## config.mk

```make
export PLATFORM = sky130hd
export DESIGN_NAME = locked_seq_multiplier_flat
export DESIGN_NICKNAME = d
export VERILOG_FILES = /design/src/rtl/locked_seq_multiplier_if.sv /design/src/rtl/locked_seq_multiplier.sv /design/src/flat_wrapper.sv
export SDC_FILE = /design/constraint.sdc
export NUM_CORES = 1
export LEC_CHECK = 0
export BUFFER_PORTS_ARGS = -buffer_cell sky130_fd_sc_hd__buf_2
export CAP_MARGIN = 10
export CORE_MARGIN = 10
export CORE_UTILIZATION = 48
export CTS_CLUSTER_DIAMETER = 100
export DETAILED_ROUTE_END_ITERATION = 10
export GPL_ROUTABILITY_DRIVEN = 1
export PLACE_DENSITY = 0.82
export SETUP_SLACK_MARGIN = 0.3
export SLEW_MARGIN = 0
export SYNTH_ARGS = -nofsm -noshare
export SYNTH_HDL_FRONTEND = slang
export SYNTH_SLANG_ARGS = --single-unit
```

## constraint.sdc

```tcl
create_clock -name clk_i -period 2.54 [get_ports clk_i]
set_input_delay 0.381 -clock clk_i [delete_from_list [all_inputs] [get_ports clk_i]]
set_output_delay 0.381 -clock clk_i [all_outputs]
set_load 0.05 [all_outputs]
```

## src/rtl/locked_seq_multiplier_if.sv

```systemverilog
// Request/response bundle for the key-locked sequential multiplier.
// Master drives operands and key, slave returns status and product.
interface locked_seq_multiplier_if #(
    parameter int WIDTH     = 8,
    parameter int KEY_WIDTH = 64
);
    logic                   start_i;
    logic [WIDTH-1:0]       operand1_i;
    logic [WIDTH-1:0]       operand2_i;
    logic [KEY_WIDTH-1:0]   keyinput;
    logic                   busy_o;
    logic                   done_o;
    logic [2*WIDTH-1:0]     result_o;

    modport master (
        output start_i,
        output operand1_i,
        output operand2_i,
        output keyinput,
        input  busy_o,
        input  done_o,
        input  result_o
    );

    modport slave (
        input  start_i,
        input  operand1_i,
        input  operand2_i,
        input  keyinput,
        output busy_o,
        output done_o,
        output result_o
    );
endinterface

```

## src/rtl/locked_seq_multiplier.sv

```systemverilog
// Key-locked shift-add multiplier, one multiplier bit per clock.
// Wrong keys fold into a flip vector XORed onto the multiplier.
module locked_seq_multiplier #(
    parameter int                   WIDTH       = 8,
    parameter int                   KEY_WIDTH   = 64,
    parameter logic [KEY_WIDTH-1:0] KEY_CORRECT = 64'h192F7F0351667DEC
) (
    input  logic                   clk_i,
    input  logic                   rst_i,
    locked_seq_multiplier_if.slave bus
);
    localparam int CW = (WIDTH > 2) ? $clog2(WIDTH) : 1;

    localparam logic [1:0] S_IDLE = 2'd0;
    localparam logic [1:0] S_RUN  = 2'd1;
    localparam logic [1:0] S_DONE = 2'd2;

    logic [1:0]           state;
    logic [CW-1:0]        cnt;
    logic [2*WIDTH-1:0]   a_sh;
    logic [WIDTH-1:0]     b_sh;
    logic [2*WIDTH-1:0]   acc;
    logic [2*WIDTH-1:0]   result;

    logic [KEY_WIDTH-1:0] mis;
    logic [WIDTH-1:0]     flip;
    logic [2*WIDTH-1:0]   add_term;
    logic [2*WIDTH-1:0]   acc_sum;
    logic                 last;

    // Key bits that share a residue class mod WIDTH cancel pairwise.
    always_comb begin
        mis  = bus.keyinput ^ KEY_CORRECT;
        flip = '0;
        for (int j = 0; j < KEY_WIDTH; j++) begin
            flip[j % WIDTH] = flip[j % WIDTH] ^ mis[j];
        end
    end

    assign add_term = b_sh[0] ? a_sh : '0;
    assign acc_sum  = acc + add_term;
    assign last     = (cnt == CW'(WIDTH - 1));

    always_ff @(posedge clk_i or posedge rst_i) begin
        if (rst_i) begin
            state  <= S_IDLE;
            cnt    <= '0;
            a_sh   <= '0;
            b_sh   <= '0;
            acc    <= '0;
            result <= '0;
        end else begin
            case (state)
                S_IDLE, S_DONE: begin
                    if (bus.start_i) begin
                        // The flipped multiplier is captured, so later key
                        // changes cannot disturb the operation in flight.
                        a_sh  <= {{WIDTH{1'b0}}, bus.operand1_i};
                        b_sh  <= bus.operand2_i ^ flip;
                        acc   <= '0;
                        cnt   <= '0;
                        state <= S_RUN;
                    end else begin
                        state <= S_IDLE;
                    end
                end
                S_RUN: begin
                    acc  <= acc_sum;
                    a_sh <= a_sh << 1;
                    b_sh <= b_sh >> 1;
                    cnt  <= cnt + 1'b1;
                    if (last) begin
                        result <= acc_sum;
                        state  <= S_DONE;
                    end
                end
                default: state <= S_IDLE;
            endcase
        end
    end

    assign bus.busy_o   = (state == S_RUN);
    assign bus.done_o   = (state == S_DONE);
    assign bus.result_o = result;
endmodule

```

## src/flat_wrapper.sv

```systemverilog
// flat-port wrapper written by rule: the top's interface ports become plain ports
module locked_seq_multiplier_flat 
#(
    parameter int                   WIDTH       = 8,
    parameter int                   KEY_WIDTH   = 64,
    parameter logic [KEY_WIDTH-1:0] KEY_CORRECT = 64'h192F7F0351667DEC
)
  (clk_i, rst_i, bus_start_i, bus_operand1_i, bus_operand2_i, bus_keyinput, bus_busy_o, bus_done_o, bus_result_o);
  locked_seq_multiplier_if #(.WIDTH(WIDTH), .KEY_WIDTH(KEY_WIDTH)) bus_i ();
  input  logic clk_i;
  input  logic rst_i;
  input wire logic [$bits(bus_i.start_i)-1:0] bus_start_i;
  input wire logic [$bits(bus_i.operand1_i)-1:0] bus_operand1_i;
  input wire logic [$bits(bus_i.operand2_i)-1:0] bus_operand2_i;
  input wire logic [$bits(bus_i.keyinput)-1:0] bus_keyinput;
  output wire logic [$bits(bus_i.busy_o)-1:0] bus_busy_o;
  output wire logic [$bits(bus_i.done_o)-1:0] bus_done_o;
  output wire logic [$bits(bus_i.result_o)-1:0] bus_result_o;
  assign bus_i.start_i = bus_start_i;
  assign bus_i.operand1_i = bus_operand1_i;
  assign bus_i.operand2_i = bus_operand2_i;
  assign bus_i.keyinput = bus_keyinput;
  assign bus_busy_o = bus_i.busy_o;
  assign bus_done_o = bus_i.done_o;
  assign bus_result_o = bus_i.result_o;
  locked_seq_multiplier #(.WIDTH(WIDTH), .KEY_WIDTH(KEY_WIDTH), .KEY_CORRECT(KEY_CORRECT)) u_core (.clk_i(clk_i), .rst_i(rst_i), .bus(bus_i));
endmodule
```

==> metrics.cfg, run 1 <==
[timing]
slew_headroom_pct=57.8
hold_violations=0
rsz0062_at_grt=yes
finalSetupTns_ps=0
slew_violations=0
period_minus_slack_ps=2300
setup-violations-final=0
tightest_slew_ps=632
max_freq_mhz=435
skew_ps=7.31
setup_ws_ps=240
fin_crit_sh_pct=90.6

[cells_and_area]
drive_gt1_share_pct=37.1
fin_util_pct=66.8
syn_to_final_growth_pct=33.4
antennaDiodeCount=0
final_cells=592
multi_input_area_mm2=0.00235
fin_nets=589
seq_area_mm2=0.00153
num-fill-cells=580

[clocking]
clkLatencyLatePin_ps=360
path_clk_slew_ps=80
cts_buffer_depth=2
cts_inserted_buffers=9
cts_htree_levels=3
root_buffer=clkbuf_8
tritoncts=done
clock-sinks=61

[logic_synthesis]
synthTopCellsByArea=dfrtp_1 (42%), xnor2_1 (14%), ha_1 (5.8%)
synth_top_area_share_pct=41.6
mappedNetlistNets=475
synth_warnings=0
yosysSeqAreaShare_pct=41.6
ys_types=45
async_reset_ff_share_pct=100
synth_common_cells=dfrtp_1 (61), xnor2_1 (57), nand2_1 (55), o21ai_0 (35), xor2_1 (20)
netlist_area_mm2=0.00367
ys_ff_latch=61
synth.most_common_cell=dfrtp_1
synth_edf_count=0
avgSynthCellArea_um2=9.81
netlist_instances=374
synthFlopType=dfrtp_1
yosysTopAreaCell=dfrtp_1

[global_routing]
grt_max_degree=35
grt_pass1_vias=3380
grt_use_total_pct=16.7
grt-ovfl-total=0
antenna_found_initial=0
grt_pass1_wl_um=15600

[placement]
port_buffers=100
pre_cts_slack_ps=123
place_inst=568
dp_hpwl_um=7000
gp_congestion=0.878

[worst_setup_path]
r2r_slack_ps=240
worstPathCellList=buf_4 > and2_1 > ha_4 > a21oi_2 > o21ai_1 > a21oi_2 > a21oi_4 > or3_1 > a41oi_2
criticalPathCategory=reg -> reg
slowest_stage=dfrtp_2
critPathBufInv=1
end_kind=register
path_delay_family=compound AO/OA/AOI/OAI gates
worst_path_most_repeated_cell=a21oi_2
critical_path_arrival_ps=2580
worstPathMaxFanout=7
crit_path_max_incr_delay_ps=450
required_ps=2820
start_kind=register

[die]
dieWidth_um=107
dieHeight_um=107
rows=31
coreArea_mm2=0.00733
start_util_pct=50.1
die-area_mm2=0.0115
ios=101

[worst_hold_path]
hp-class=in -> async

[routing]
postRouteAntennaNets=0
drt_first_pass_iters=5
vias_per_cell=5.48
drtIter0Drc=151
finalWirelength_um=9800
vias=3246
drc=0
avgRoutedWirePerCell_um=16.5

[job]
max-cap-violations=0

[status]
status=finished, final reports clean

[pwr]
leakagePower_nw=2.23
powerDensity_mw_per_mm2=1210
peakVddDrop_uv=606

-- cell usage in the layout, fill, tap and decap left out, types with 13 or more instances in the layout --
cell,Yosys,layout
xnor2_1,57,56
a22o_1,15,15
a22oi_1,14,14
xor2_1,20,19
buf_2,3,100
o21ai_0,35,23
nand2_1,55,55
o21ai_1,3,13
buf_4,0,14
dfrtp_1,61,60
-- worst reg2reg max path, cell delays in order, from the launching register on --
cell	delay [ps]
dfrtp_2	450
buf_4	160
and2_1	200
ha_4	200
a21oi_2	160
o21ai_1	120
a21oi_2	310
a21oi_4	100
or3_1	330
a41oi_2	180
-- routing by layer --
metal / routed length, um / track usage, % / vias up
li1: - / - / 1531
met1: 3890 / 19.5 / 1559
met2: 4970 / 27.5 / 132
met3: 685 / 5.33 / 24
met4: 251 / 7.44 / 0
met5: 0 / 0 / -
-- area by class of cell --
type	instances	area share, %
Tap cell	99	2.53
Clock inverter	6	1.43
Multi-Input combinational cell	292	48.1
Inverter	7	0.537
Sequential cell	61	31.2
Timing Repair Buffer	117	13.4
Clock buffer	10	2.81
-- what timing repair did --
action	4_1_cts	5_1_grt
buffers inserted	5	3
setup endpoints to repair	13	18
cloned	0	0
hold buffers	0	0
resized for setup	24	32
pin swaps	12	15
-- logic make-up after synthesis --
group | synth area share [%]
XOR/XNOR | 18.4
multiplexers | 0.920
buffers and inverters | 2.25
AO/OA/AOI/OAI | 18.7
adder cells (fa/ha/maj) | 6.34
AND/OR/NAND/NOR | 11.8
flip-flops | 41.6
-- path summary, 6_finish.rpt --
| check | start | to | cells after the start |
|---|---|---|---|
| setup / recovery | u_core.b_sh[0]$_DFFE_PP0P_ | u_core.acc[15]$_DFFE_PP0P_ | 9 |
| hold / removal | rst_i | u_core.bus.result_o[4]$_DFFE_PP0P_ | 2 |
| min in group clk_i | bus_operand1_i[4] | u_core.a_sh[4]$_DFFE_PP0P_ | 3 |
| hold reg to reg | u_core.bus.result_o[11]$_DFFE_PP0P_ | u_core.bus.result_o[11]$_DFFE_PP0P_ | 2 |
| max in group asynchronous | rst_i | u_core.b_sh[0]$_DFFE_PP0P_ | 3 |
| setup reg to reg | u_core.b_sh[0]$_DFFE_PP0P_ | u_core.acc[15]$_DFFE_PP0P_ | 9 |
-- registers in the layout, indices dropped and copies added (netlist names) --
name,cells
u_core.a_sh,16
u_core.acc,16
u_core.bus.result_o,16
u_core.b_sh,8
u_core.cnt,3
u_core.state,2
-- metrics by stage --
stage                     power (mW)  hold slack, ps  area, um2
after floorplan                 3.79             450       3710
after global placement          4.43             454       4370
after detailed placement        4.54             466       4370
after CTS                       5.67             112       4750
after global routing            6.33             129       4890
final                           5.92             100       4890
-- power breakdown --
group	switching [mW]	internal, mW	total [mW]
combinational	1.93	1.34	3.27
sequential	0.327	1.41	1.74
clock	0.433	0.486	0.919
total	2.69	3.24	5.92
Power figures use the tool's default switching activity.
==> run 2, diff against run 1 <==
--- a/config.mk
+++ b/config.mk
@@ -12,8 +12,8 @@
 export CTS_CLUSTER_DIAMETER = 100
 export DETAILED_ROUTE_END_ITERATION = 10
 export GPL_ROUTABILITY_DRIVEN = 1
-export PLACE_DENSITY = 0.82
-export SETUP_SLACK_MARGIN = 0.3
+export PLACE_DENSITY_LB_ADDON = 0.3
+export SETUP_SLACK_MARGIN = 0.1
 export SLEW_MARGIN = 0
 export SYNTH_ARGS = -nofsm -noshare
 export SYNTH_HDL_FRONTEND = slang
==> run 2 against run 1 <==
Against the previous run:
- count of clock-buffer cells in the layout increased by 1
- fmax decreased by 2.8%
- cell count decreased by 0.51%
- sequential share of layout area increased by 1.0 points
- sequential power about the same
- first-iteration DRC count decreased by 11%
- die area unchanged
- total power decreased by 6.0%
- global-route usage decreased by 1.5 points
- design area decreased by 3.1%
- combinational power decreased by 8.0%
- critical endpoint unchanged
==> metrics.cfg, run 2 (synthesized netlist as in run 1, its figures left out) <==
[status]
status=finished, final reports clean

[timing]
setup_ws_ps=174
slew_headroom_pct=57.6
slew_violations=0
period_minus_slack_ps=2370
finalSetupTns_ps=0
rsz0062_at_grt=no
whs_ps=117
max_freq_mhz=423
skew_ps=8.59
hold_violations=0
tightest_slew_ps=635
fin_crit_sh_pct=93.2
setup-violations-final=0

[cells_and_area]
syn_to_final_growth_pct=29.2
final_cell_mix=buf_2 (100), dfrtp_1 (60), nand2_1 (55), xnor2_1 (55), o21ai_0 (33)
final_common_cell=buf_2
antennaDiodeCount=0
drive_gt1_share_pct=34.7
multi_input_area_mm2=0.00225
seq_area_mm2=0.00153
fin_nets=586
num-fill-cells=603
final_cells=589

[placement]
pre_cts_slack_ps=-24.7
gp_congestion=0.808
place_inst=569
dp_hpwl_um=6700
port_buffers=100

[die]
die-area_mm2=0.0115
dieWidth_um=107
dieHeight_um=107
start_util_pct=50.1
coreArea_mm2=0.00733
rows=31
ios=101

[global_routing]
grt_pass1_wl_um=14500
grt_max_degree=33
antenna_found_initial=0
grt-ovfl-total=0
grt_pass1_vias=3214
grt_use_total_pct=15.2

[worst_setup_path]
start_kind=register
worstPathCellList=buf_4 > and2_1 > ha_2 > o21ai_1 > o21ai_2 > o2111ai_4 > a21oi_4 > or3_1 > a41oi_2
criticalPathCategory=reg -> reg
crit_path_max_incr_delay_ps=430
critical_path_arrival_ps=2620
end_kind=register
rr_startpoint=u_core.b_sh[0]$_DFFE_PP0P_
critPathBufInv=1
critical_path_cell_count=9
worstPathMaxFanout=8
path_delay_family=compound AO/OA/AOI/OAI gates
required_ps=2800
rr_worst_depth=9
r2r-end=u_core.acc[15]$_DFFE_PP0P_
r2r_slack_ps=170
slowest_stage=dfrtp_2

[clocking]
cts_buffer_depth=2
clkLatencyLatePin_ps=340
tritoncts=done
root_buffer=clkbuf_8
path_clk_slew_ps=70
clock-sinks=61
cts_inserted_buffers=9
holdBufCountCts=0
cts_htree_levels=3

[routing]
drt_first_pass_iters=4
vias_per_cell=5.30
drtIter0Drc=134
postRouteAntennaNets=0
wl_met1_um=3630
drc=0
wl_met2_um=4590
finalWirelength_um=8910
route.met3.wl_um=583
vias=3120
routed.top_layer=met4
avgRoutedWirePerCell_um=15.1

[pwr]
total_power_mw=5.57
peakVddDrop_uv=884
leakagePower_nw=2.21
powerDensity_mw_per_mm2=1170

[worst_hold_path]
hp-class=in -> async

[job]
max-cap-violations=0

[run 2: cell count changes in the layout (fill, tap and decap cells not counted), moves of 2 or more]
| cell | delta |
|---|---|
| o21ai_0 | +10 |
| clkinv_2 | +4 |
| o21ai_1 | -10 |
| inv_6 | -2 |
| ha_4 | -4 |
| clkinvlp_4 | -3 |
| ha_1 | +4 |
[run 2: routing by layer]
| metal | vias to the layer above | GRT usage [%] |
|---|---|---|
| li1 | 1528 | - |
| met1 | 1494 | 17.6 |
| met3 | 11 | 5.99 |
| met4 | 0 | 4.01 |
| met5 | - | 0 |
| met2 | 87 | 25.8 |
[run 2: area by class of cell]
type	instances	share of cell area [%]
Multi-Input combinational cell	292	47.5
Sequential cell	61	32.2
Timing Repair Buffer	114	13.0
Clock buffer	11	2.98
Tap cell	99	2.61
Clock inverter	5	1.06
Inverter	7	0.554
[run 2: worst max-delay path by stage]
stage | slack (ps) | endpoint | from
6_report | 170 | u_core.acc[15]$_DFFE_PP0P_ | u_core.b_sh[0]$_DFFE_PP0P_
5_1_grt | 80 | u_core.acc[15]$_DFFE_PP0P_ | u_core.b_sh[0]$_DFFE_PP0P_
4_1_cts | 80 | u_core.acc[15]$_DFFE_PP0P_ | u_core.b_sh[0]$_DFFE_PP0P_
3_5_place_dp | -20 | u_core.acc[14]$_DFFE_PP0P_ | u_core.b_sh[0]$_DFFE_PP0P_
3_3_place_gp | 110 | u_core.bus.result_o[14]$_DFFE_PP0P_ | u_core.b_sh[0]$_DFFE_PP0P_
2_1_floorplan | 100 | u_core.bus.result_o[10]$_DFFE_PP0P_ | u_core.b_sh[0]$_DFFE_PP0P_
[run 2: power breakdown]
group	switching [mW]	leakage, nW	internal (mW)
sequential	0.296	0.770	1.41
combinational	1.81	1.34	1.20
clock	0.375	0.103	0.473
total	2.48	2.21	3.09
[run 2: through the flow]
step                      area (um2)  utilization, %
after global placement          4330            59.0
after floorplan                 3670               -
after detailed placement        4330            59.0
final                           4740            64.7
after global routing            4740            64.7
after CTS                       4550            62.0
[run 2: repair_timing]
action | 4_1_cts | 5_1_grt
gates resized for setup | 4 | 30
endpoints found under the setup margin | 7 | 12
buffers inserted | 2 | 2
pin swaps | 2 | 14
